## config.mk

```make
export PLATFORM = sky130hd
export DESIGN_NAME = irq_controller
export DESIGN_NICKNAME = d
export VERILOG_FILES = /design/src/rtl/irq_controller_pkg.sv /design/src/rtl/irq_prio_enc.sv /design/src/rtl/irq_controller.sv
export SDC_FILE = /design/constraint.sdc
export NUM_CORES = 1
export LEC_CHECK = 0
export CORE_ASPECT_RATIO = 2
export CORE_MARGIN = 1
export CORE_UTILIZATION = 44
export CTS_CLUSTER_DIAMETER = 80
export DETAILED_ROUTE_END_ITERATION = 8
export PLACE_DENSITY_LB_ADDON = 0.1
export REMOVE_ABC_BUFFERS = 1
export SYNTH_ARGS = -nofsm -noshare
export SYNTH_HDL_FRONTEND = slang
export SYNTH_SLANG_ARGS = --single-unit
```

## constraint.sdc

```tcl
create_clock -name clock -period 4.8 [get_ports clock]
set_input_delay 0.48 -clock clock [delete_from_list [all_inputs] [get_ports clock]]
set_output_delay 0.48 -clock clock [all_outputs]
set_load 0.02 [all_outputs]
```

## src/rtl/irq_controller_pkg.sv

```systemverilog
// Shared CPU definitions: exception vectors, interrupt source count and
// interrupt controller state encodings.
package irq_controller_pkg;

  localparam int unsigned NUM_IRQ   = 4;
  localparam int unsigned IRQ_IDX_W = 2;

  localparam logic [31:0] VECTOR_RESET    = 32'h0000_0000;
  localparam logic [31:0] VECTOR_SYSCALL  = 32'h0000_0004;
  localparam logic [31:0] VECTOR_IRQ_BASE = 32'h0000_0008;

  typedef enum logic [1:0] {
    ST_IDLE     = 2'd0,
    ST_DISPATCH = 2'd1,
    ST_SERVICE  = 2'd2,
    ST_RETIRE   = 2'd3
  } irq_state_e;

  // Handler address for a hardware source: one word per source above the base.
  function automatic logic [31:0] irq_vector(input logic [IRQ_IDX_W-1:0] id);
    return VECTOR_IRQ_BASE + {{(32-IRQ_IDX_W-2){1'b0}}, id, 2'b00};
  endfunction

  function automatic logic [NUM_IRQ-1:0] irq_onehot(input logic [IRQ_IDX_W-1:0] id);
    return NUM_IRQ'(1) << id;
  endfunction

endpackage

```

## src/rtl/irq_prio_enc.sv

```systemverilog
// Fixed-priority encoder: lowest set request index wins.
module irq_prio_enc
  import irq_controller_pkg::*;
(
  input  logic [NUM_IRQ-1:0]   req_i,
  output logic                 valid_o,
  output logic [IRQ_IDX_W-1:0] idx_o
);

  // Scan from the highest index down so the lowest set bit is the last to land.
  always_comb begin
    valid_o = 1'b0;
    idx_o   = '0;
    for (int unsigned i = NUM_IRQ; i > 0; i--) begin
      if (req_i[i-1]) begin
        valid_o = 1'b1;
        idx_o   = IRQ_IDX_W'(i-1);
      end
    end
  end

endmodule

```

## src/rtl/irq_controller.sv

```systemverilog
// Hardware interrupt controller: edge capture, mask, fixed-priority selection
// and a non-nesting dispatch/service/retire sequence.
module irq_controller
  import irq_controller_pkg::*;
(
  input  logic                 clock,
  input  logic                 reset,
  input  logic                 enable_system,
  input  logic [NUM_IRQ-1:0]   irq_req,
  input  logic                 mask_we,
  input  logic [NUM_IRQ-1:0]   mask_wdata,
  input  logic                 do_syscall_it,
  input  logic                 do_it_return,
  input  logic                 seq_busy,
  output logic                 do_hw_it,
  output logic [31:0]          hw_vector,
  output logic [NUM_IRQ-1:0]   irq_ack,
  output logic [NUM_IRQ-1:0]   irq_pending,
  output logic [NUM_IRQ-1:0]   irq_mask,
  output logic                 in_service,
  output logic [IRQ_IDX_W-1:0] in_service_id
);

  irq_state_e             state_q;
  logic [NUM_IRQ-1:0]     req_q;
  logic [NUM_IRQ-1:0]     pending_q, pending_d;
  logic [NUM_IRQ-1:0]     mask_q;
  logic [NUM_IRQ-1:0]     rise;
  logic [NUM_IRQ-1:0]     clr;
  logic [NUM_IRQ-1:0]     ack_q;
  logic [31:0]            vector_q;
  logic                   do_hw_it_q;
  logic                   in_service_q;
  logic [IRQ_IDX_W-1:0]   id_q;
  logic                   cand_valid;
  logic [IRQ_IDX_W-1:0]   cand_idx;

  irq_prio_enc u_prio (
    .req_i   (pending_q & mask_q),
    .valid_o (cand_valid),
    .idx_o   (cand_idx)
  );

  // Pending update: clear of the dispatched source, then OR in new edges so a
  // fresh edge in the same cycle keeps the bit set.
  always_comb begin
    rise      = irq_req & ~req_q;
    clr       = '0;
    if (state_q == ST_DISPATCH && enable_system) begin
      clr = irq_onehot(id_q);
    end
    pending_d = (pending_q & ~clr) | rise;
  end

  // Edge register and pending capture run independently of enable_system.
  always_ff @(posedge clock) begin
    if (reset) begin
      req_q     <= '0;
      pending_q <= '0;
    end else begin
      req_q     <= irq_req;
      pending_q <= pending_d;
    end
  end

  // Mask register, frozen while the system is not enabled.
  always_ff @(posedge clock) begin
    if (reset) begin
      mask_q <= '0;
    end else if (mask_we && enable_system) begin
      mask_q <= mask_wdata;
    end
  end

  // Dispatch sequencer; outputs are loaded on the transition into each state.
  always_ff @(posedge clock) begin
    if (reset) begin
      state_q      <= ST_IDLE;
      id_q         <= '0;
      do_hw_it_q   <= 1'b0;
      vector_q     <= '0;
      ack_q        <= '0;
      in_service_q <= 1'b0;
    end else if (enable_system) begin
      case (state_q)
        ST_IDLE: begin
          if (cand_valid && !seq_busy && !do_syscall_it && !do_it_return) begin
            state_q      <= ST_DISPATCH;
            id_q         <= cand_idx;
            do_hw_it_q   <= 1'b1;
            vector_q     <= irq_vector(cand_idx);
            ack_q        <= irq_onehot(cand_idx);
            in_service_q <= 1'b1;
          end
        end
        ST_DISPATCH: begin
          state_q    <= ST_SERVICE;
          do_hw_it_q <= 1'b0;
          vector_q   <= '0;
          ack_q      <= '0;
        end
        ST_SERVICE: begin
          if (do_it_return) begin
            state_q <= ST_RETIRE;
          end
        end
        ST_RETIRE: begin
          if (!seq_busy) begin
            state_q      <= ST_IDLE;
            in_service_q <= 1'b0;
          end
        end
        default: begin
          state_q      <= ST_IDLE;
          do_hw_it_q   <= 1'b0;
          vector_q     <= '0;
          ack_q        <= '0;
          in_service_q <= 1'b0;
        end
      endcase
    end
  end

  assign do_hw_it      = do_hw_it_q;
  assign hw_vector     = vector_q;
  assign irq_ack       = ack_q;
  assign irq_pending   = pending_q;
  assign irq_mask      = mask_q;
  assign in_service    = in_service_q;
  assign in_service_id = id_q;

endmodule

```

### Word level (Yosys, flattened, before mapping)

Cells that the tools add are included.

| word-level totals | value |
|---|---|
| input port bits | 15 |
| register bits after elaboration | 54 |

| cells by class | value |
|---|---|
| shift operators | 2 |
| bitwise operators | 6 |
| add/subtract/negate cells | 1 |
| multiplexer cells | 21 |
| reduce and logical (&&, ||, !) cells | 15 |
| eq/ne operators | 6 |

Operator list:

| cell | count |
|---|---|
| one-hot mux 32 bit (2 select lines) | 1 |
| 2-to-1 mux 32 bit | 1 |
| 2-to-1 mux 2 bit | 7 |
| bitwise AND 4 bit | 3 |
| 2-to-1 mux 4 bit | 2 |
| NOT 4 bit | 2 |
| one-hot mux 2 bit (4 select lines) | 1 |
| one-hot mux 4 bit (2 select lines) | 1 |
| AND reduction 4 bit | 2 |
| left shift 1 x 2 -> 4 bit (first input constant) | 2 |
| 2-to-1 mux 1 bit | 6 |
| != test 2 bit (second input constant) | 3 |
| AND reduction 3 bit | 2 |
| adder 4 x 4 -> 5 bit (first input constant) | 1 |
| logical AND 1 bit | 5 |
| == test 2 bit (second input constant) | 2 |
| bitwise OR 4 bit | 1 |
| one-hot mux 1 bit (2 select lines) | 2 |
| nonzero test 2 bit | 2 |
| logical NOT 1 bit | 3 |
| == test 2 x 1 -> 1 bit (second input constant) | 1 |
| logical NOT 2 bit | 1 |

### Longest topological paths before layout

Gate-level depths: netlist (run 1).

| logic depth | value |
|---|---|
| depth after elaboration | 10 |
| gate-level depth with buffers | 6 |

### Modules after synthesis

Synthesis (run 1) repeated with hierarchy kept, for this count alone.

| unflattened totals | value |
|---|---|
| cells, all modules | 167 |
| area total of the unflattened synthesis | 1418.9 sq um |

Modules (own cells, without submodules):

| module | cells an instance | seq. area each (sq um) | area each (sq um) | instances |
|---|---|---|---|---|
| irq_controller | 160 | 500.5 | 1383.8 | 1 |
| irq_prio_enc | 7 | 0.0 | 35.0 | 1 |

### Least setup slack after synthesis (run 1)

No wires, ideal clock.

| timing path | value |
|---|---|
| kind | input-to-reg |
| from | in seq_busy |
| to | reg vector_q[3] (netlist: hw_vector[3]) |
| path slack | 3.100 ns |
| stages on the path | 4 |
| arrival | 1.579 ns |
| cells stage by stage | or3_4 > a211oi_4 > nor2_2 > mux2_4 |

| between the ends | value |
|---|---|
| longest elaborated chain between the ends | 6 |

RTL lines:

| item | RTL line | text |
|---|---|---|
| start, declared | irq_controller.sv:14 | `input logic seq_busy,` |
| logical NOT 1 bit | -- |  |
| logical AND 1 bit (3 in a row) | irq_controller.sv:87 | `if (cand_valid && !seq_busy && !do_syscall_it && !do_it_return) begin` |
| != test 2 bit (no line) | -- |  |
| AND reduction 3 bit (no line) | -- |  |
| end signal, assigned | irq_controller.sv:91 | `vector_q <= irq_vector(cand_idx);` |
| end, declared | irq_controller.sv:31 | `logic [31:0] vector_q;` |

Every way passes these cells.
A chain may end at the register's enable or synchronous reset.

==> results.txt, run 1 <==
Status - finished clean
Tmin final - 2.058 ns
Die height - 81.17 um
Count leader, synth - buf_4
Post-synth EDFFs - 0
Clock sinks - 25
Worst vdd ir - 177.0 uV
Layout fillers - 302
Crit Path Class - in2reg
WL final - 2.827 mm
Wire per inst - 12.73 um
Hold WC Path Type - reg2reg
YS warnings - 0
GR met3 Demand/Resource - 2.000%
Pin count of the biggest net entering global routing - 30
# DRC - 0
Switch share - 27.84%
Adder-Cell Fraction of Synth Area - 4.537%
Gr usage total - 16.84%
Actual transition at the worst max-transition pin - 0.9479 ns
# hold bufs at CTS - 0
Boundary pin count - 63
Sequential Power Share - 53.0%
Layout cell share with drive strength beyond 1 - 5.729%
Fmax - 485.8 MHz
Setup Skew - 0.003138 ns
Crit start category - primary input
Sw Pwr - 115.2 uW
Fin crit share - 42.88%
Core footprint - 0.002978 mm2
Post-synthesis compound-gate area fraction - 16.33%
Post-synthesis mux area share - 1.089%
Synth area leaders - dfxtp_1, buf_4, ha_1
Gr busiest metal - met2
Power Density - 248.9 mW/mm2
Drt first pass iters - 4
Cell Area, Placed - 0.001618 mm2
Largest fanout on the critical path - 29
Async SR Flop Fraction - 0%
Post-synthesis cell count - 160
Final Setup Violations - 0
Sequential fraction of the synthesis area - 36.30%
CTS max path bufs - 2
Combinational power share - 17.1%
Largest family of logic cells by synthesized area - simple AND/OR/NAND/NOR gates
Worst-path clk slew - 0.08 ns
P_int - 298.7 uW
Max_cap viols - 0
Synth Area in XOR/XNOR - 0%
Seq cells post-synth - 25
Number of setup buffers added after CTS - 0
Slew HR - 36.61%
Final hold vios - 0
CTS H-tree lvls - 1
Die ar. - 0.003375 mm2
Met2 Usage GRT - 30.94%
Die W - 41.59 um
GRT met1 Usage - 18.60%
Top cell type's share of synthesized area - 36.30%
WP data arrival - 2.27 ns
Antenna Cells - 0
Clock Latency Late Sink - 0.26 ns
Initial antenna violation count - 0
CTS resizes - 0
Synthesis-to-finish area growth - 20.60%
First-pass GRT wire length - 4.491 mm
Port-buffer cells - 33
CP required - 5.01 ns
Vias per cell - 5.140
Final Slew Violations - 0
Power share of the clock group - 29.9%
Distinct cell type count after synthesis - 39
Num rows - 28
Leakage - 0.0006378 uW
Most frequent cells after synthesis - buf_4, dfxtp_1, nand2_1, a21oi_1, nor2_1
Ys flop type - dfxtp_1
RePlAce Congestion - 0.7630
Num CTS Buffers - 3
Initial DRC Count - 40
RSZ-0062 raised after global routing - false
Nets@finish - 213
Sum Neg Setup Slack - 0 ns
Dominant cell type by area after synthesis - dfxtp_1
Utilization of the core after routing - 55.84%
Starting Density - 46.30%
Clock root buffer - clkbuf_8
Antenna Nets Post-Route - 0
HPWL Detailed - 2.227 mm
Simple logic cell fraction of the synthesized area - 22.87%
CTS tree - built
Final instance area - 0.001663 mm2
WHS - 0.4778 ns
Design Power - 414.0 uW
Mapped cell area - 0.001379 mm2
Grt ovf - 0
Syn_area_per_cell - 8.618 um2
Vias in the first global route - 1012
Total vias in the final route - 1141
Crit path capture type - flip-flop
-- worst paths after layout --
kind,from,endpoint,slack (ns),cells past startpoint
min,do_hw_it$_SDFFE_PP0P_,do_hw_it$_SDFFE_PP0P_,0.48,2
max reg2reg,irq_mask[3]$_SDFFE_PP0P_,hw_vector[3]$_SDFFE_PP0P_,3.08,4
min reg2reg,do_hw_it$_SDFFE_PP0P_,do_hw_it$_SDFFE_PP0P_,0.48,2
max,reset,irq_ack[0]$_SDFFE_PP0P_,2.74,4
-- final cells by class --
type,instances,area [um2],area share [%]
sequential,25,500.5,30.10
timing repair buffer,33,330.3,19.86
clock buffer,4,45.04,2.709
multi-input combinational,124,726.9,43.72
inverter,6,22.52,1.354
tap,30,37.54,2.257
-- metrics by stage --
stage          setup slack, ns  cells
3_5_place_dp             2.486    218
5_1_grt                  2.639    222
4_1_cts                  2.760    222
2_1_floorplan            3.100    155
3_3_place_gp             2.546    218
6_report                 2.742    222
-- cells by family after synthesis --
logic type	after synthesis
flops	25
compound gates	31
buf+inv	39
simple gates	58
other cells	1
mux	1
fa+ha+maj	5
-- flip-flops by register name, summed over array words and instances, names as in the netlist --
name,flops
do_hw_it,1
hw_vector,3
in_service,1
in_service_id,2
irq_ack,4
irq_mask,4
irq_pending,4
req_q,4
state_q,2
-- power groups by stage --
stage,Sequential (uW),Combinational (uW),Clock (uW)
floorplan,228,35.7,0
global placement,224,69.4,0
detailed placement,224,70.1,0
CTS,219,70.3,127
global route,220,76.0,135
finish,219,70.6,124
-- metal layers --
layer	share of wire (%)	vias up
li1	-	562
met1	39	542
met2	57	31
met3	2.4	6
met4	2.1	0
met5	0	-
-- critical path: stages --
cell	delay (ns)
clkdlybuf4s50_1	0.90
or2_2	0.55
nor2_1	0.16
a31o_2	0.18
-- placed cells by master, fill, tap and decap left out, types with 2 or more instances in the layout --
cell type         n
clkdlybuf4s50_1  33
conb_1           29
dfxtp_1          25
nand2_1          16
a21oi_1          11
nor2_1            8
nand3_1           7
nor2b_1           7
inv_1             6
o31ai_1           5
ha_1              5
nand2b_1          4
nand4b_1          4
clkbuf_8          3
nor4b_1           2
nand4_1           2
o21ai_0           2
o21ai_1           2
(Power assumes the default switching activity.)
==> run 2: changes to the inputs <==
- CORE_UTILIZATION: 44 -> 41
- clock period: 4.8 -> 2.1 ns (I/O delays scaled with it)
==> results.txt, run 2 (synthesis gave the netlist of run 1 again) <==
Final Setup Violations - 0 (unchanged)
Sum Neg Setup Slack - 0 ns (unchanged)
Die height - 84.01 um (+3.5%)
Vias per cell - 4.987 (-3.0%)
Synthesis-to-finish area growth - 23.14%
Worst-path clk slew - 0.09 ns (about the same)
Clock sinks - 25 (unchanged)
Antenna Nets Post-Route - 0 (unchanged)
Status - finished clean
Vias in the first global route - 1115 (+10%)
Pin count of the biggest net entering global routing - 16 (-47%)
Final instance area - 0.001698 mm2 (+2.1%)
Antenna Cells - 0 (unchanged)
RePlAce Congestion - 0.8175 (+7.1%)
Most common cell after layout, fill and taps aside - clkdlybuf4s50_1
Clock root buffer - clkbuf_8
Final Slew Violations - 0 (unchanged)
First-pass GRT wire length - 5.092 mm (+13%)
Tmin final - 1.708 ns
Initial DRC Count - 28 (-30%)
CTS max path bufs - 2 (unchanged)
Most frequent cells in the layout - clkdlybuf4s50_1, conb_1, dfxtp_1
Nets@finish - 217 (+1.9%)
Total vias in the final route - 1132 (-0.79%)
Wire per inst - 13.56 um (+6.5%)
Die ar. - 0.003613 mm2 (+7.0%)
# hold bufs at CTS - 0 (unchanged)
CP required - 2.29 ns (-2.72 ns)
CTS H-tree lvls - 1 (unchanged)
Actual transition at the worst max-transition pin - 0.5614 ns (-0.3865 ns)
Boundary pin count - 63 (unchanged)
Hold WC Path Type - reg2reg
HPWL Detailed - 2.494 mm (+12%)
Num CTS Buffers - 3 (unchanged)
Core footprint - 0.003193 mm2 (+7.2%)
FF-to-FF setup slack - 0.39 ns (-2.69 ns)
Final hold vios - 0 (unchanged)
Max_cap viols - 0 (unchanged)
Slew HR - 62.57% (+26 points)
CTS tree - built
Grt ovf - 0 (unchanged)
Worst vdd ir - 400.5 uV (+130%)
Power Density - 567.7 mW/mm2 (+130%)
Setup Skew - 0.005579 ns (+0.002441 ns)
CP Capture Point - state_q[0]$_SDFFE_PP0P_
WP data arrival - 1.90 ns (-0.37 ns)
Fin crit share - 81.33%
Leakage - 0.0006567 uW (+3.0%)
RR Endpoint - state_q[0]$_SDFFE_PP0P_
WHS - 0.4834 ns (+0.005654 ns)
Crit Path Class - reg2reg
Worst reg2reg path depth - 6 (+2)
Drt first pass iters - 4 (unchanged)
Crit path capture type - flip-flop
Clock Latency Late Sink - 0.28 ns (+0.02 ns)
Layout cell share with drive strength beyond 1 - 8.163% (+2.4 points)
Number of setup buffers added after CTS - 0 (unchanged)
Largest fanout on the critical path - 5 (-83%)
Die W - 43.01 um (+3.4%)
WL final - 3.079 mm (+8.9%)
Crit path launch - state_q[0]$_SDFFE_PP0P_
RSZ-0062 raised after global routing - false
Port-buffer cells - 33 (unchanged)
FF-to-FF Start - state_q[0]$_SDFFE_PP0P_
Gr usage total - 18.03% (+1.2 points)
Crit start category - flip-flop
Num rows - 29 (+3.6%)
Starting Density - 43.18% (-3.1 points)
# DRC - 0 (unchanged)
CTS resizes - 0 (unchanged)
Fmax - 585.5 MHz
Initial antenna violation count - 0 (unchanged)
Cell Area, Placed - 0.001649 mm2 (+1.9%)
[run 2: layer usage]
layer | share of wire (%) | GRT usage, % | up-vias
met1 | 36 | 18.62 | 531
met5 | 0 | 0 | -
met3 | 2.2 | 2.165 | 5
met2 | 60 | 34.30 | 24
met4 | 1.9 | 7.438 | 0
li1 | - | - | 572
[run 2: report_power, final]
group / switching [uW] / leakage (uW) / internal, uW
clock network: 161 / 0.0000217 / 135
logic: 104 / 0.000431 / 62.6
registers: 12.8 / 0.000204 / 488
[run 2: cell type report]
| cell class | count | area, um2 |
|---|---|---|
| Clock inverter | 1 | 7.507 |
| Multi-Input combinational cell | 124 | 726.9 |
| Clock buffer | 3 | 41.29 |
| Inverter | 6 | 22.52 |
| Fill cell | 349 | 1495 |
| Tap cell | 31 | 38.79 |
| Timing Repair Buffer | 37 | 360.3 |
| Sequential cell | 25 | 500.5 |
[run 2: worst min-delay path by stage]
stage,from,endpoint,slack [ns],depth (start not counted)
finish,do_hw_it$_SDFFE_PP0P_,do_hw_it$_SDFFE_PP0P_,0.48,2
global route,mask_wdata[3],irq_mask[3]$_SDFFE_PP0P_,0.50,3
CTS,do_hw_it$_SDFFE_PP0P_,do_hw_it$_SDFFE_PP0P_,0.49,2
detailed placement,do_hw_it$_SDFFE_PP0P_,do_hw_it$_SDFFE_PP0P_,0.47,2
global placement,do_hw_it$_SDFFE_PP0P_,do_hw_it$_SDFFE_PP0P_,0.47,2
floorplan,reset,in_service_id[0]$_SDFFE_PP0P_,0.28,1
[run 2: critical path, stage by stage (launching register included)]
cell	delay (ns)
dfxtp_1	0.37
inv_1	0.10
ha_1	0.26
inv_1	0.09
o2111ai_1	0.20
or4_1	0.52
o31ai_1	0.08
[run 2: through the flow]
| stage | cells | setup WS, ns | util (%) | total power, uW |
|---|---|---|---|---|
| finish | 227 | 0.3921 | 53.17 | 963.8 |
| global route | 227 | 0.2541 | 53.17 | 1004 |
| CTS | 227 | 0.3619 | 53.17 | 966.5 |
| detailed placement | 223 | 0.1988 | 51.65 | 677.7 |
| global placement | 223 | 0.2384 | 51.65 | 676.3 |
| floorplan | 155 | 0.5327 | - | 603.5 |
==> run 3: changes to the inputs <==
- clock period: 2.1 -> 1.8 ns (I/O delays scaled with it)
==> results.txt, run 3 (synthesis gave the netlist of run 1 again) <==
Slowest library cell on the worst path - or4_1
Leakage - 0.0006848 uW (+4.3%)
Antenna Nets Post-Route - 0 (unchanged)
Pin count of the biggest net entering global routing - 16 (unchanged)
Clock sinks - 25 (unchanged)
CTS tree - built
FF-to-FF setup slack - 0.15 ns (-0.25 ns)
Worst-path clk slew - 0.09 ns (about the same)
CTS max path bufs - 2 (unchanged)
Utilization of the core after routing - 54.58% (+1.4 points)
P_int - 803.8 uW (+17%)
Antenna Cells - 0 (unchanged)
Sw Pwr - 324.6 uW (+17%)
Gr usage total - 17.38% (-0.65 points)
Crit-path max cell delay - 0.49 ns (-0.03 ns)
Final instance area - 0.001743 mm2 (+2.7%)
Final Slew Violations - 0 (unchanged)
Hold WC Path Type - in2reg
HPWL Detailed - 2.466 mm (-1.1%)
Die W - 43.01 um (unchanged)
Total vias in the final route - 1134 (+0.18%)
Setup ws final - 0.1455 ns (-0.2466 ns)
First-pass GRT wire length - 4.905 mm (-3.7%)
Grt ovf - 0 (unchanged)
Drt first pass iters - 4 (unchanged)
RSZ-0062 raised after global routing - false
Largest fanout on the critical path - 5 (unchanged)
Vias in the first global route - 1100 (-1.3%)
Initial DRC Count - 48 (+71%)
Cell Area, Placed - 0.001694 mm2 (+2.7%)
Final Setup Violations - 0 (unchanged)
Most frequent cells in the layout - clkdlybuf4s50_1, conb_1, dfxtp_1
Tmin final - 1.655 ns (-0.05339 ns)
Crit start category - flip-flop
Place WS - -0.02639 ns (-0.2252 ns)
Power Density - 647.5 mW/mm2 (+14%)
Area of the multi-input gates - 726.9 um2 (unchanged)
Max_cap viols - 0 (unchanged)
# DRC - 0 (unchanged)
Wire per inst - 12.79 um (-5.7%)
Crit Path Class - reg2reg
# hold bufs at CTS - 0 (unchanged)
RePlAce Congestion - 0.8255 (+0.98%)
Port-buffer cells - 33 (unchanged)
Setup Skew - 0.002296 ns (-0.003284 ns)
Number of setup buffers added after CTS - 0 (unchanged)
Die height - 84.01 um (unchanged)
Nets@finish - 223 (+2.8%)
Clock root buffer - clkbuf_8
Initial antenna violation count - 0 (unchanged)
Fmax - 604.4 MHz (+3.2%)
WP data arrival - 1.85 ns (-0.05 ns)
Crit path capture type - flip-flop
Power share of the clock group - 30.6% (about the same)
Fin crit share - 91.92% (+11 points)
Num CTS Buffers - 3 (unchanged)
Crit path buf inv count - 2 (unchanged)
Boundary pin count - 63 (unchanged)
Layout cell share with drive strength beyond 1 - 10.89% (+2.7 points)
Core footprint - 0.003193 mm2 (unchanged)
Starting Density - 43.18% (unchanged)
Most common cell after layout, fill and taps aside - clkdlybuf4s50_1
Clock Latency Late Sink - 0.28 ns (about the same)
Sequential Power Share - 51.7% (-0.3 points)
Layout fillers - 327 (-6.3%)
WL final - 2.981 mm (-3.2%)
Most used cell, CP - inv_1
Final hold vios - 0 (unchanged)
Crit-path cells - inv_1 > ha_1 > inv_1 > o2111ai_1 > or4_1 > o31ai_1
Vias per cell - 4.867 (-2.4%)
Sequential Area - 500.5 um2 (unchanged)
Worst vdd ir - 448.3 uV (+12%)
Crit path max-delay family - simple AND/OR/NAND/NOR gates
Num rows - 29 (unchanged)
Actual transition at the worst max-transition pin - 0.5385 ns (-0.02291 ns)
Slew HR - 64.10% (+1.5 points)
Switch share - 28.77% (-0.097 points)
Die ar. - 0.003613 mm2 (unchanged)
CP required - 1.99 ns (-0.30 ns)
Synthesis-to-finish area growth - 26.41%
CTS H-tree lvls - 1 (unchanged)
Status - finished clean
CTS resizes - 0 (unchanged)
Combinational power share - 17.7% (+0.4 points)
[run 3: cell count changes in the layout (fill, tap and decap cells not counted)]
cell / before / now
buf_4: 4 / 10
[run 3: per-stage QoR]
stage	power (uW)	instances	hold WS, ns	setup TNS (ns)
floorplan	704.1	155	0.2491	0
global placement	793.0	229	0.4732	-0.007003
detailed placement	795.0	229	0.4741	-0.06328
CTS	1134	233	0.4614	0
global route	1178	233	0.4903	0
finish	1128	233	0.4601	0
[run 3: final timing paths]
path | depth (start not counted) | end | start
worst max-delay path | 6 | state_q[0]$_SDFFE_PP0P_ | state_q[0]$_SDFFE_PP0P_
worst min-delay path | 3 | irq_mask[0]$_SDFFE_PP0P_ | mask_wdata[0]
worst max register to register | 6 | state_q[0]$_SDFFE_PP0P_ | state_q[0]$_SDFFE_PP0P_
worst min register to register | 2 | do_hw_it$_SDFFE_PP0P_ | do_hw_it$_SDFFE_PP0P_
[run 3: power by group through the flow]
stage / logic (uW) / registers (uW) / clock network (uW)
after floorplan: 95.2 / 609 / 0
after global placement: 197 / 596 / 0
after detailed placement: 199 / 596 / 0
after CTS: 199 / 584 / 351
after global routing: 215 / 587 / 377
final: 200 / 584 / 345
[run 3: layout make-up]
type,count,share of cell area [%]
Timing Repair Buffer,43,23.26
Clock inverter,1,0.4307
Sequential cell,25,28.72
Clock buffer,3,2.369
Inverter,6,1.292
Multi-Input combinational cell,124,41.71
Tap cell,31,2.225
[run 3: metal layers]
metal | wire, um | track usage [%]
met3 | 74 | 1.948
met2 | 1737 | 32.92
met5 | 0 | 0
met1 | 1108 | 18.06
met4 | 59 | 7.438
[run 3: worst register-to-register path, cell delays in order, from the launching register on]
cell and delay, ns:
dfxtp_1 0.37, inv_1 0.10, ha_1 0.28, inv_1 0.10, o2111ai_1 0.16, or4_1 0.49
o31ai_1 0.07
